## config.mk

```make
export PLATFORM = sky130hd
export DESIGN_NAME = sub_stage
export DESIGN_NICKNAME = d
export VERILOG_FILES = /design/src/rtl/sub_stage.sv
export SDC_FILE = /design/constraint.sdc
export NUM_CORES = 1
export LEC_CHECK = 0
export ABC_AREA = 0
export ABC_CLOCK_PERIOD_IN_PS = 3300
export BUFFER_PORTS_ARGS = -buffer_cell sky130_fd_sc_hd__buf_2
export CORE_MARGIN = 5
export CORE_UTILIZATION = 57
export CTS_BUF_LIST = sky130_fd_sc_hd__clkbuf_8
export CTS_CLUSTER_DIAMETER = 200
export DETAILED_ROUTE_END_ITERATION = 7
export HOLD_SLACK_MARGIN = 0.02
export PLACE_DENSITY = 0.83
export SLEW_MARGIN = 20
export SYNTH_ARGS = -nofsm -noshare
export SYNTH_HDL_FRONTEND = slang
export SYNTH_SLANG_ARGS = --single-unit
```

## constraint.sdc

```tcl
create_clock -name clk -period 3.3 [get_ports clk]
set_input_delay 0.495 -clock clk [delete_from_list [all_inputs] [get_ports clk]]
set_output_delay 0.495 -clock clk [all_outputs]
set_load 0.05 [all_outputs]
```

## src/rtl/sub_stage.sv

```systemverilog
// Pipelined CHANNELS x WIDTH lane combiner (AND/OR/XOR/ADD) with valid/ready flow control.
// Optional 1-entry output skid register enabled by defining SUB_STAGE_SKID_EN.
module sub_stage #(
  parameter int WIDTH    = 8,
  parameter int CHANNELS = 4,
  parameter int DEPTH    = 2
) (
  input  logic                      clk,
  input  logic                      rst,
  input  logic                      in_valid,
  output logic                      in_ready,
  input  logic [1:0]                op,
  input  logic [CHANNELS*WIDTH-1:0] a,
  input  logic [CHANNELS*WIDTH-1:0] b,
  output logic                      out_valid,
  input  logic                      out_ready,
  output logic [CHANNELS*WIDTH-1:0] c,
  output logic [15:0]               xfer_cnt
);

  localparam int DW = CHANNELS * WIDTH;

  // Handshake: a beat moves on a port in any cycle where its valid and ready
  // are both 1 at the rising edge; valid never waits on ready.

  logic [DW-1:0]    w_f;
  logic             w_adv;
  logic             w_pipe_vld;
  logic [DW-1:0]    r_data [DEPTH];
  logic [DEPTH-1:0] r_vld;
  logic [15:0]      r_cnt;

  // ADD keeps each lane's sum to WIDTH bits, so no carry crosses lanes.
  always_comb begin
    w_f = '0;
    for (int k = 0; k < CHANNELS; k++) begin
      case (op)
        2'd0:    w_f[k*WIDTH +: WIDTH] = a[k*WIDTH +: WIDTH] & b[k*WIDTH +: WIDTH];
        2'd1:    w_f[k*WIDTH +: WIDTH] = a[k*WIDTH +: WIDTH] | b[k*WIDTH +: WIDTH];
        2'd2:    w_f[k*WIDTH +: WIDTH] = a[k*WIDTH +: WIDTH] ^ b[k*WIDTH +: WIDTH];
        default: w_f[k*WIDTH +: WIDTH] = a[k*WIDTH +: WIDTH] + b[k*WIDTH +: WIDTH];
      endcase
    end
  end

  assign w_pipe_vld = r_vld[DEPTH-1];

  always_ff @(posedge clk) begin
    if (rst) begin
      r_vld <= '0;
      for (int i = 0; i < DEPTH; i++) r_data[i] <= '0;
    end else if (w_adv) begin
      r_vld[0]  <= in_valid;
      r_data[0] <= w_f;
      for (int i = 1; i < DEPTH; i++) begin
        r_vld[i]  <= r_vld[i-1];
        r_data[i] <= r_data[i-1];
      end
    end
  end

`ifdef SUB_STAGE_SKID_EN
  // r_in_rdy is the "skid empty" flag; while it is set the pipe runs freely
  // and an unaccepted last-stage beat drops into the skid register.
  logic          r_in_rdy;
  logic [DW-1:0] r_skid_dat;

  always_ff @(posedge clk) begin
    if (rst) begin
      r_in_rdy   <= 1'b1;
      r_skid_dat <= '0;
    end else if (r_in_rdy) begin
      if (w_pipe_vld && !out_ready) begin
        r_in_rdy   <= 1'b0;
        r_skid_dat <= r_data[DEPTH-1];
      end
    end else if (out_ready) begin
      r_in_rdy <= 1'b1;
    end
  end

  assign w_adv     = r_in_rdy;
  assign in_ready  = r_in_rdy;
  assign out_valid = r_in_rdy ? w_pipe_vld : 1'b1;
  assign c         = r_in_rdy ? r_data[DEPTH-1] : r_skid_dat;
`else
  assign w_adv     = !w_pipe_vld || out_ready;
  assign in_ready  = w_adv;
  assign out_valid = w_pipe_vld;
  assign c         = r_data[DEPTH-1];
`endif

  always_ff @(posedge clk) begin
    if (rst) begin
      r_cnt <= '0;
    end else if (out_valid && out_ready) begin
      r_cnt <= r_cnt + 16'd1;
    end
  end

  assign xfer_cnt = r_cnt;

endmodule

```

==> results.md <==
- The per-cell via count in the routed design is 5.279.
- The worst reg-to-reg setup slack is 1220 ps.
- The power density relative to cell area is slightly below 400 nW/um^2.
- During I/O placement, the number of pins put on the boundary was between 100 and 150.
- The kind of start point of the critical path is a flip-flop.
- The count of state elements after synthesis is a little over 80.
- The total count of max-transition violations in the final report is 0.
- The die span in x is ~110 microns.
- The worst slew margin relative to its limit is 42.93%.
- The final setup violation count is 0.
- The via count of the first global-routing pass is around 4.4k.
- The signal on the critical path passes through nor2b_2 -> or2_0 -> a2111oi_0 -> a31o_2.
- The effective utilization at floorplan is 57.55%.
- The data required time of the critical path is 3420 ps.
- Prior to clock tree synthesis, the placed netlist has a worst setup slack of 1020 ps.
- The final setup slack of the worst path is 1224 ps.
- Summing the sequential cell areas from Yosys gives between 30 and 40% of the chip area.
- Along the worst hold path, the cell count comes to 3.
- The transition time at the pin with the least slew margin is about 850 ps.
- The signed area change from the synthesized netlist to the final layout is 11.64%.
- The final hold violation count was 0.
- Synthesis produced a netlist whose cell count is 626.
- The clock tree synthesis step divided the H-tree into 3 levels.
- The die span in y is approximately 110 microns.
- Summing all multi-input logic gate instances after layout gives just under 3000 sq um.
- The clock tree from TritonCTS is done.
- The total via count in the routed design is 4471.
- Setup repair after global routing left no endpoint under its margin.
- The overall routed net length is 11900 microns.
- The tree built by TritonCTS fans out to 82 sinks.
- The total of buffers placed on input and output ports is 119.
- The total congestion overflow is 0.
- The maximum clock frequency is 481.6 MHz.
- The final antenna diode count is 0.
- The combined buffer and inverter count along the critical path is 0.
- The category of the critical setup timing path is reg -> reg.
- In the final layout, flip-flops and latches occupy 2282 sq um.
- Of all nets on the critical path, the largest fanout is 11.
- In this run the remaining antenna-violating nets after routing total 0.
- The cell with the largest stage delay on the worst path is sky130_fd_sc_hd__or2_0.
- The average instance in the mapped netlist occupies 9.320 sq um.
- The last weighted congestion value of the routability-driven placer is 0.8657.
- The clock network latency to the later pin of the worst-skew pair is about 360 ps.
- Row generation in the floorplan step produced 37 rows.
- The synthesized design contains between 60 and 70 enable-type register cells.
- The startpoint of the lowest-slack hold path is in_valid.
- The first detailed-routing pass took 5 iterations.
- The number of buffers added by the clock tree synthesis step is 9.
- The post-CTS repair timing setup buffer count is 0.
- The distinct cell type count of the synthesized netlist is 45.
- The aggregate global-route resource usage is 19.25%.
- The nature of the critical path endpoint is a flip-flop.
- After floorplanning, the core was sized to cover a little over 10000 sq um.
- The dominant delay contributor by cell family on the critical path is simple AND/OR/NAND/NOR gates.
- The maximum resistive drop on vdd is 179.5 uV.
- Clock-pin slew was measured on the worst setup and hold paths at 90 ps.
- Summing all non-filler instances in the final layout gives an area of 6514 sq um.
- The critical path data arrival time is 2190 ps.
- The number of antenna violations at the first check in global routing is 0.
- For this run, the slowest stage of the critical path takes about 600 ps.
- For this design, the CTS-stage hold fixing added 0 buffers.
- The number of cells on the worst reg-to-reg path is 4.
- The HPWL reported at the end of detailed placement is around 9100 microns.
- Counting every net in the synthesized netlist gives between 700 and 800.
- The launching element of the worst setup path is r_vld[1].
- The DRC violations left is 0.
- The run finished with clean final reports.
- The endpoint of the worst hold path is r_vld[0].
- Counting along the longest clock path gives a buffer depth of 2.
- Of the cells placed in the final design, the portion with a size suffix greater than 1 is 21.10%.
- The most frequently used flop master after synthesis is sky130_fd_sc_hd__edfxtp_1.
- The clock skew is about 11 ps.
- After layout, the worst path uses 62.92% of the clock period.
- The total negative slack is 0 ps.
- The pin count of the biggest net entering global routing is 65.
- The class of the most critical hold timing path is in -> reg.
- In the synthesized netlist the async set-or-reset flop fraction comes to 0%.
- The average wire per standard cell is 14.05 microns.
- Summing all placed instances gives a cell area of 6330 sq um.
- In this run the critical register-to-register path is launched from r_vld[1].
- The die covers between 10000 and 15000 sq um.
- Yosys printed 0 warnings.
- The count of cells resized by post-cts repair is 0.
- In this run the static leakage power is approximately 0.0032 uW.
- After the first detailed-routing iteration, the DRC count stood at between 200 and 250.
- After the last flow step, the layout net total stands at between 800 and 900.
- The first global-routing pass estimated 19890 microns of wire.
- The netlist area before placement is just under 6000 sq um.
- The final-layout fill cell count is 845.
- Across the run, the number of max-cap violations was 0.
- The tree is rooted in a sky130_fd_sc_hd__clkbuf_8.
- The worst register-to-register path ends at r_data[0][30].
- The worst path in the final design needs a cycle of about 2100 ps, including I/O delays and setup.
-- worst max-delay path by stage --
stage | endpoint | slack, ps | cells past startpoint
4_1_cts | r_data[0][30] | 1230 | 4
3_5_place_dp | r_data[0][30] | 1020 | 8
6_report | r_data[0][30] | 1220 | 4
2_1_floorplan | r_data[0][0] | 470 | 2
5_1_grt | r_data[0][6] | 1080 | 5
3_3_place_gp | r_data[0][30] | 1050 | 8
-- cell type report --
cell class / instances / area share (%)
Multi-Input combinational cell: 408 / 44.97
Sequential cell: 82 / 35.04
Timing Repair Buffer: 127 / 10.07
Inverter: 78 / 4.495
Tap cell: 136 / 2.612
Clock buffer: 9 / 1.902
Clock inverter: 7 / 0.9220
-- stage by stage --
step	cells	hold slack (ps)	utilization [%]	total power [uW]
after floorplan	626	440.1	-	1727
after global placement	831	451.3	62.43	1835
after detailed placement	831	473.9	62.43	1862
after CTS	847	388.3	64.25	2547
after global routing	847	384.6	64.25	2669
final	847	396.3	64.25	2528
-- flip-flops by register name (all words and copies together) (netlist names) --
signal,count
r_data,64
r_vld,2
xfer_cnt,16
-- worst reg2reg max path, cell delays in order, from the launching register on --
cell                        delay (ps)
sky130_fd_sc_hd__dfxtp_1           430
sky130_fd_sc_hd__nor2b_2           400
sky130_fd_sc_hd__or2_0             590
sky130_fd_sc_hd__a2111oi_0         180
sky130_fd_sc_hd__a31o_2            250
-- where the power goes --
| group | switching (uW) | total [uW] | internal [uW] | leakage, uW |
|---|---|---|---|---|
| Combinational | 394 | 616 | 221 | 0.00222 |
| Clock | 401 | 689 | 288 | 0.0000931 |
| Sequential | 23.1 | 1220 | 1200 | 0.000891 |
| Total | 818 | 2530 | 1710 | 0.00321 |
-- layer usage --
metal / global-route usage, % / vias up / part of all wire (%)
met5: 0 / - / 0
met4: 6.732 / 0 / 1.7
met3: 4.094 / 17 / 5.3
met2: 32.33 / 138 / 49
met1: 24.58 / 2070 / 44
li1: - / 2246 / -
-- placed cells by master, fill, tap and decap left out, types with 11 or more instances in the layout --
cell	count
sky130_fd_sc_hd__o21ai_0	30
sky130_fd_sc_hd__xnor2_1	17
sky130_fd_sc_hd__nor2_1	61
sky130_fd_sc_hd__buf_2	119
sky130_fd_sc_hd__edfxtp_1	64
sky130_fd_sc_hd__a211oi_1	20
sky130_fd_sc_hd__a21oi_1	47
sky130_fd_sc_hd__ha_1	67
sky130_fd_sc_hd__mux2i_1	11
sky130_fd_sc_hd__nand3_1	15
sky130_fd_sc_hd__xor2_1	21
sky130_fd_sc_hd__inv_1	78
sky130_fd_sc_hd__nand2_1	24
sky130_fd_sc_hd__dfxtp_1	18
sky130_fd_sc_hd__and2_1	35
-- synth_stat cells (18+ instances only) --
library cell / n / area [sq um]
sky130_fd_sc_hd__a211oi_1: 20 / 150.1
sky130_fd_sc_hd__a21oi_1: 47 / 235.2
sky130_fd_sc_hd__and2_1: 35 / 219.0
sky130_fd_sc_hd__buf_4: 32 / 240.2
sky130_fd_sc_hd__dfxtp_1: 18 / 360.4
sky130_fd_sc_hd__edfxtp_1: 64 / 1922
sky130_fd_sc_hd__ha_1: 67 / 838.3
sky130_fd_sc_hd__inv_1: 78 / 292.8
sky130_fd_sc_hd__nand2_1: 24 / 90.09
sky130_fd_sc_hd__nor2_1: 62 / 232.7
sky130_fd_sc_hd__o21ai_0: 30 / 150.1
sky130_fd_sc_hd__xor2_1: 21 / 183.9
-- cell families (layout without fill, tap and decap cells) --
kind of cell	Yosys count	in the layout	synth area share [%]
flops	82	82	39.12
xor+xnor	38	38	5.704
buf+inv	136	221	10.94
mux	13	13	2.466
simple gates	166	166	14.13
compound gates	122	122	12.59
fa+ha+maj	69	69	15.05
(Power assumes the default switching activity.)
